===== src/rtl/seq_alu_pkg.sv =====
// Shared ALU definitions: opcode encodings and sequencer state type.
// Used by seq_alu and by the control unit's decoder.
// No logic, no latency, no flow control.
package alu_pkg;

    localparam logic [3:0] ALU_ADD  = 4'd0;
    localparam logic [3:0] ALU_SUB  = 4'd1;
    localparam logic [3:0] ALU_AND  = 4'd2;
    localparam logic [3:0] ALU_OR   = 4'd3;
    localparam logic [3:0] ALU_NOT  = 4'd4;
    localparam logic [3:0] ALU_SLTU = 4'd5;
    localparam logic [3:0] ALU_SLT  = 4'd6;
    localparam logic [3:0] ALU_XOR  = 4'd7;
    localparam logic [3:0] ALU_NOR  = 4'd8;
    localparam logic [3:0] ALU_SLL  = 4'd9;
    localparam logic [3:0] ALU_SRL  = 4'd10;
    localparam logic [3:0] ALU_SRA  = 4'd11;
    localparam logic [3:0] ALU_MUL  = 4'd12;

    typedef enum logic [1:0] {
        ST_IDLE = 2'd0,
        ST_MUL  = 2'd1,
        ST_DONE = 2'd2
    } state_t;

endpackage


===== src/rtl/seq_alu_if.sv =====
// Request/response bundle between the control unit (master) and seq_alu (slave).
// Ports: in_valid/in_ready/a/b/op request side; out_valid/out_ready/result/zero/overflow response side.
// Pure wiring; flow control is valid/ready on each side.
interface seq_alu_if #(
    parameter int WIDTH = 32
);
    logic             in_valid;
    logic             in_ready;
    logic [WIDTH-1:0] a;
    logic [WIDTH-1:0] b;
    logic [3:0]       op;
    logic             out_valid;
    logic             out_ready;
    logic [WIDTH-1:0] result;
    logic             zero;
    logic             overflow;

    modport master (
        output in_valid, a, b, op, out_ready,
        input  in_ready, out_valid, result, zero, overflow
    );

    modport slave (
        input  in_valid, a, b, op, out_ready,
        output in_ready, out_valid, result, zero, overflow
    );
endinterface


===== src/rtl/seq_alu_mul.sv =====
// Iterative shift-add multiplier core, low WIDTH bits of a*b.
// Latency: start pulse, then WIDTH cycles; done is high during the last iteration with prod valid.
// No backpressure: the parent samples prod in the done cycle.
// Ports: clk, rst, start, a, b in; done, prod out.
module seq_mul #(
    parameter int WIDTH = 32
) (
    input  logic             clk,
    input  logic             rst,
    input  logic             start,
    input  logic [WIDTH-1:0] a,
    input  logic [WIDTH-1:0] b,
    output logic             done,
    output logic [WIDTH-1:0] prod
);
    localparam int CW = $clog2(WIDTH);

    logic [WIDTH-1:0] acc_q;
    logic [WIDTH-1:0] mcand_q;
    logic [WIDTH-1:0] mplier_q;
    logic [CW-1:0]    cnt_q;
    logic             busy_q;
    logic [WIDTH-1:0] acc_d;

    assign acc_d = mplier_q[0] ? (acc_q + mcand_q) : acc_q;
    // The final partial product is folded in combinationally so the parent
    // can register the complete product on the last iteration edge.
    assign prod  = acc_d;
    assign done  = busy_q && (cnt_q == CW'(WIDTH - 1));

    always_ff @(posedge clk or posedge rst) begin
        if (rst) begin
            acc_q    <= '0;
            mcand_q  <= '0;
            mplier_q <= '0;
            cnt_q    <= '0;
            busy_q   <= 1'b0;
        end else if (start) begin
            acc_q    <= '0;
            mcand_q  <= a;
            mplier_q <= b;
            cnt_q    <= '0;
            busy_q   <= 1'b1;
        end else if (busy_q) begin
            acc_q    <= acc_d;
            mcand_q  <= mcand_q << 1;
            mplier_q <= mplier_q >> 1;
            cnt_q    <= cnt_q + 1'b1;
            if (done) begin
                busy_q <= 1'b0;
            end
        end
    end
endmodule


===== src/rtl/seq_alu.sv =====
// Handshaked ALU: 13 ops plus reserved, registered result with zero/overflow flags.
// Latency: 1 cycle for single-cycle ops, WIDTH cycles for MUL after accept.
// Backpressure: result held in DONE until out_ready; in_ready only in IDLE, in_valid ignored otherwise.
// Ports: clk, rst (async active-high), bus (seq_alu_if slave).
module seq_alu
    import alu_pkg::*;
#(
    parameter int WIDTH = 32,
    parameter int SHW   = $clog2(WIDTH)
) (
    input logic        clk,
    input logic        rst,
    seq_alu_if.slave   bus
);
    state_t           state_q;
    logic [WIDTH-1:0] result_q;
    logic             zero_q;
    logic             ovf_q;

    logic [WIDTH-1:0] sum;
    logic [WIDTH-1:0] diff;
    logic [SHW-1:0]   shamt;
    logic [WIDTH-1:0] alu_res;
    logic             alu_ovf;
    logic             mul_start;
    logic             mul_done;
    logic [WIDTH-1:0] mul_prod;

    assign sum   = bus.a + bus.b;
    assign diff  = bus.a - bus.b;
    // Only the low SHW bits of B select the shift distance.
    assign shamt = bus.b[SHW-1:0];

    always_comb begin
        alu_res = '0;
        alu_ovf = 1'b0;
        case (bus.op)
            ALU_ADD: begin
                alu_res = sum;
                alu_ovf = (bus.a[WIDTH-1] == bus.b[WIDTH-1]) && (sum[WIDTH-1] != bus.a[WIDTH-1]);
            end
            ALU_SUB: begin
                alu_res = diff;
                alu_ovf = (bus.a[WIDTH-1] != bus.b[WIDTH-1]) && (diff[WIDTH-1] != bus.a[WIDTH-1]);
            end
            ALU_AND:  alu_res = bus.a & bus.b;
            ALU_OR:   alu_res = bus.a | bus.b;
            ALU_NOT:  alu_res = ~bus.a;
            ALU_SLTU: alu_res = WIDTH'(bus.a < bus.b);
            ALU_SLT:  alu_res = WIDTH'($signed(bus.a) < $signed(bus.b));
            ALU_XOR:  alu_res = bus.a ^ bus.b;
            ALU_NOR:  alu_res = ~(bus.a | bus.b);
            ALU_SLL:  alu_res = bus.a << shamt;
            ALU_SRL:  alu_res = bus.a >> shamt;
            ALU_SRA:  alu_res = $signed(bus.a) >>> shamt;
            // MUL is produced by seq_mul; reserved codes yield zero.
            default: begin
                alu_res = '0;
                alu_ovf = 1'b0;
            end
        endcase
    end

    assign mul_start = (state_q == ST_IDLE) && bus.in_valid && (bus.op == ALU_MUL);

    seq_mul #(
        .WIDTH (WIDTH)
    ) u_mul (
        .clk   (clk),
        .rst   (rst),
        .start (mul_start),
        .a     (bus.a),
        .b     (bus.b),
        .done  (mul_done),
        .prod  (mul_prod)
    );

    always_ff @(posedge clk or posedge rst) begin
        if (rst) begin
            state_q  <= ST_IDLE;
            result_q <= '0;
            zero_q   <= 1'b0;
            ovf_q    <= 1'b0;
        end else begin
            case (state_q)
                ST_IDLE: begin
                    if (bus.in_valid) begin
                        if (bus.op == ALU_MUL) begin
                            state_q <= ST_MUL;
                        end else begin
                            result_q <= alu_res;
                            zero_q   <= (alu_res == '0);
                            ovf_q    <= alu_ovf;
                            state_q  <= ST_DONE;
                        end
                    end
                end
                ST_MUL: begin
                    if (mul_done) begin
                        result_q <= mul_prod;
                        zero_q   <= (mul_prod == '0);
                        ovf_q    <= 1'b0;
                        state_q  <= ST_DONE;
                    end
                end
                ST_DONE: begin
                    if (bus.out_ready) begin
                        state_q <= ST_IDLE;
                    end
                end
                default: state_q <= ST_IDLE;
            endcase
        end
    end

    // Handshake outputs decode the state register only.
    assign bus.in_ready  = (state_q == ST_IDLE);
    assign bus.out_valid = (state_q == ST_DONE);
    assign bus.result    = result_q;
    assign bus.zero      = zero_q;
    assign bus.overflow  = ovf_q;
endmodule


===== src/flat_wrapper.sv =====
// flat-port wrapper written by rule: the top's interface ports become plain ports
module seq_alu_flat import alu_pkg::*;
#(
    parameter int WIDTH = 32,
    parameter int SHW   = $clog2(WIDTH)
)
  (clk, rst, bus_in_valid, bus_a, bus_b, bus_op, bus_out_ready, bus_in_ready, bus_out_valid, bus_result, bus_zero, bus_overflow);
  seq_alu_if #(.WIDTH(WIDTH)) bus_i ();
  input logic clk;
  input logic rst;
  input wire logic [$bits(bus_i.in_valid)-1:0] bus_in_valid;
  input wire logic [$bits(bus_i.a)-1:0] bus_a;
  input wire logic [$bits(bus_i.b)-1:0] bus_b;
  input wire logic [$bits(bus_i.op)-1:0] bus_op;
  input wire logic [$bits(bus_i.out_ready)-1:0] bus_out_ready;
  output wire logic [$bits(bus_i.in_ready)-1:0] bus_in_ready;
  output wire logic [$bits(bus_i.out_valid)-1:0] bus_out_valid;
  output wire logic [$bits(bus_i.result)-1:0] bus_result;
  output wire logic [$bits(bus_i.zero)-1:0] bus_zero;
  output wire logic [$bits(bus_i.overflow)-1:0] bus_overflow;
  assign bus_i.in_valid = bus_in_valid;
  assign bus_i.a = bus_a;
  assign bus_i.b = bus_b;
  assign bus_i.op = bus_op;
  assign bus_i.out_ready = bus_out_ready;
  assign bus_in_ready = bus_i.in_ready;
  assign bus_out_valid = bus_i.out_valid;
  assign bus_result = bus_i.result;
  assign bus_zero = bus_i.zero;
  assign bus_overflow = bus_i.overflow;
  seq_alu #(.WIDTH(WIDTH), .SHW(SHW)) u_core (.clk(clk), .rst(rst), .bus(bus_i));
endmodule

===== config.mk =====
export PLATFORM = sky130hd
export DESIGN_NAME = seq_alu_flat
export DESIGN_NICKNAME = d
export VERILOG_FILES = /design/src/rtl/seq_alu_pkg.sv /design/src/rtl/seq_alu_if.sv /design/src/rtl/seq_alu_mul.sv /design/src/rtl/seq_alu.sv /design/src/flat_wrapper.sv
export SDC_FILE = /design/constraint.sdc
export NUM_CORES = 1
export LEC_CHECK = 0
export BUFFER_PORTS_ARGS = -buffer_cell sky130_fd_sc_hd__buf_4
export CORE_AREA = 4 4 198 200
export DETAILED_ROUTE_END_ITERATION = 10
export DIE_AREA = 0 0 202 204
export PLACE_DENSITY = 0.69
export SYNTH_ARGS = -nofsm -noshare
export SYNTH_HDL_FRONTEND = slang
export SYNTH_SLANG_ARGS = --single-unit

===== constraint.sdc =====
create_clock -name clk -period 6.46 [get_ports clk]
set_input_delay 0.969 -clock clk [delete_from_list [all_inputs] [get_ports clk]]
set_output_delay 0.969 -clock clk [all_outputs]
set_load 0.01 [all_outputs]

==> flow_summary.yaml <==
timing:
  worst_pin_slew_ps: 1360
  period_minus_slack_ps: 5480
  hold_slack_ps: 501
  totalNegativeSetupSlack_ps: 0
  slew_headroom: 0.0726
  clock-skew-final_ps: 11.6
  setup_ws_ps: 984
  setup_violations: 0
  fmax_mhz: 183
  maxSlewViolCount: 0
  grt_setup_unrepaired: "no"
  hold_viol: 0
  fin_crit_sh: 0.848
final_layout:
  drive_above_1_share: 0.131
  multiInputGateArea_mm2: 0.0144
  final_cell_mix: "nor2_1 (276), a21oi_1 (203), nand2_1 (189)"
  fillers: 3543
  mostFrequentLayoutCell: "nor2_1"
  ff_latch_area_mm2: 0.00346
  syn2layout_area_growth_pct: 8.59
  final_core_util: 0.557
  nets: 2637
setup_path:
  worstSetupStartpointType: "primary input"
  critPathLaunch: "bus_b[1]"
  cp_cell_sequence: "buf_4 -> clkinv_1 -> fa_1 -> nand2b_1 -> a211oi_2 -> o311a_1 -> o21ai_0 -> a2bb2o_1 -> o22ai_1 -> and4_1 -> and4_1 -> nand4_1 -> nor4_1 -> a41oi_1 -> o41ai_1"
  reg2reg_depth: 13
  cpMostUsedCell: "and4_1"
  crit_path_end_kind: "flip-flop"
  worst-setup-path-type: "in2reg"
  cpPeakStageDelay_ps: 780
  critPathArrivalTime_ps: 5840
  crit_buf_inv: 2
  r2r-start: "u_core.u_mul.acc_q[1]$_DFFE_PP0P_"
  crit_slowest_cell: "o21ai_0"
  r2r_end: "u_core.bus.zero$_DFFE_PP0P_"
  r2r_slack_ps: 2010
  worst-path-max-fanout: 36
  cp_data_required_time_ps: 6820
  cp_top_family: "compound AO/OA/AOI/OAI gates"
logic_synthesis:
  ys.flop_type: "dfrtp_1"
  synth_area_leaders: "dfrtp_1 (18%), ha_1 (8.9%), mux2i_1 (7.0%)"
  synth_area_leader_cell: "dfrtp_1"
  ys_ff_latch: 138
  synth_cells: 2449
  synth.top_cell.area_share: 0.180
  ys_types: 93
  synth_nets: 2661
  ys_async_sr_fraction: 1.00
  avgSynthCellArea_um2: 7.83
  ys_warn_count: 0
  ys_seq_area_frac: 0.180
  synth-edff-count: 0
  syn_area_mm2: 0.0192
place:
  gp_congestion: 1.10
  dp_hpwl_mm: 65.0
  pre_cts_ws_ps: 601
  numPortBuffers: 107
floorplan:
  io_pins: 108
  rows: 71
  core_mm2: 0.0374
  die_area_mm2: 0.0412
  dieHeight_um: 204
  die_w_um: 202
  initial_core_util: 0.513
flow_run:
  drv_cap: 0
grt:
  grt_pass1_wl_mm: 131
  grt_max_degree: 132
  antenna_found_initial: 2
  grt_pass1_vias: 20207
  grt.total_usage: 0.418
  overflow: 0
min_path:
  whs_path_depth: 2
  min_to: "u_core.bus.result[20]$_DFFE_PP0P_"
  min_from: "u_core.bus.result[20]$_DFFE_PP0P_"
  hold_class: "reg2reg"
clock_tree:
  clk_latency_ps: 470
  root_buffer: "clkbuf_16"
  cts_inserted_buffers: 17
  ctsResizeCount: 0
  htree_levels: 4
  cts_tree: "done"
  cts_buffer_depth: 2
  cts_sinks: 138
  post-cts-setup-buffers: 0
  clkTransAtPathRegs_ps: 60
  hold_buffers: 0
drt:
  vias_per_cell: 7.23
  ant_nets: 0
  finalWirelength_mm: 89.3
  num_vias: 21337
  drc_errors: 0
  drt_iter0_drc: 3523
  wl_per_cell_um: 30.3
  first_pass_iters: 9
power:
  leakage_nw: 8.99
  ir_drop_v: 0.000191
  pwr_density_cell_mw_per_mm2: 330
run_status:
  outcome: "finished clean"
## worst reg2reg max path: stages (launching register included)
cell	delay [ps]
dfrtp_1	420
ha_1	330
a211oi_1	390
nor3_1	130
a311oi_1	600
a21oi_1	270
o211ai_1	510
nand2_1	200
xor2_1	200
a211o_1	300
nor4_1	330
and4_1	260
nand4_1	130
o41ai_1	260
## state kept, by name, indices dropped and copies added, names as in the netlist
signal	cells
u_core.bus.overflow	1
u_core.bus.result	32
u_core.bus.zero	1
u_core.state_q	2
u_core.u_mul.acc_q	32
u_core.u_mul.busy_q	1
u_core.u_mul.cnt_q	5
u_core.u_mul.mcand_q	32
u_core.u_mul.mplier_q	32
## where the power goes
group	internal, W	switching, W	total (W)	leakage (nW)
Sequential	0.00124	0.000329	0.00156	1.63
Combinational	0.00171	0.00252	0.00422	7.05
Clock	0.000633	0.000445	0.00108	0.303
## layer usage
metal	wire, um	track usage	up-vias
met2	37900	0.630	1641
met3	11700	0.124	365
li1	-	-	9157
met4	5750	0.223	2
met1	33900	0.541	10172
met5	41	0.00714	-
## cells by family (layout without fill, tap and decap cells)
| kind of cell | Yosys count | in the layout | synth area share |
|---|---|---|---|
| and+or+nand+nor | 827 | 827 | 0.211 |
| other | 0 | 2 | 0 |
| adders and majority gates | 140 | 140 | 0.0925 |
| AOI/OAI and AO/OA | 767 | 767 | 0.273 |
| buffers and inverters | 322 | 311 | 0.0702 |
| muxes | 220 | 220 | 0.157 |
| xor gates and xnor gates | 35 | 35 | 0.0160 |
| DFF | 138 | 138 | 0.180 |
## cell usage after synthesis (all sizes together), types with 48 or more instances
master	count
ha	137
a211oi	55
mux2i	134
inv	115
dfrtp	138
nand3	48
nor3	56
mux4	61
a21oi	207
nor2	277
buf	69
clkbuf	134
o21ai	128
nand2	189
## stage by stage
step	instances	power (W)	instance area, um^2
6_report	2951	0.00687	20800
2_1_floorplan	2449	0.00450	19200
3_5_place_dp	2916	0.00566	20200
3_3_place_gp	2916	0.00556	20200
4_1_cts	2948	0.00677	20800
5_1_grt	2949	0.00730	20800
## cell type report
| cell class | count | area share |
|---|---|---|
| tap | 511 | 0.0307 |
| antenna | 2 | 0.000240 |
| sequential | 138 | 0.166 |
| clock inverter | 12 | 0.00781 |
| multi-input combinational | 1989 | 0.693 |
| inverter | 119 | 0.0217 |
| timing repair buffer | 160 | 0.0582 |
| clock buffer | 20 | 0.0219 |
## worst max-delay path by stage
stage | cells after the start | endpoint
after global routing | 17 | u_core.bus.zero$_DFFE_PP0P_
final | 15 | u_core.bus.zero$_DFFE_PP0P_
after global placement | 13 | u_core.bus.zero$_DFFE_PP0P_
after CTS | 13 | u_core.bus.zero$_DFFE_PP0P_
after floorplan | 18 | u_core.bus.zero$_DFFE_PP0P_
after detailed placement | 13 | u_core.bus.zero$_DFFE_PP0P_
Note: power is estimated with default switching activity, not from simulation.
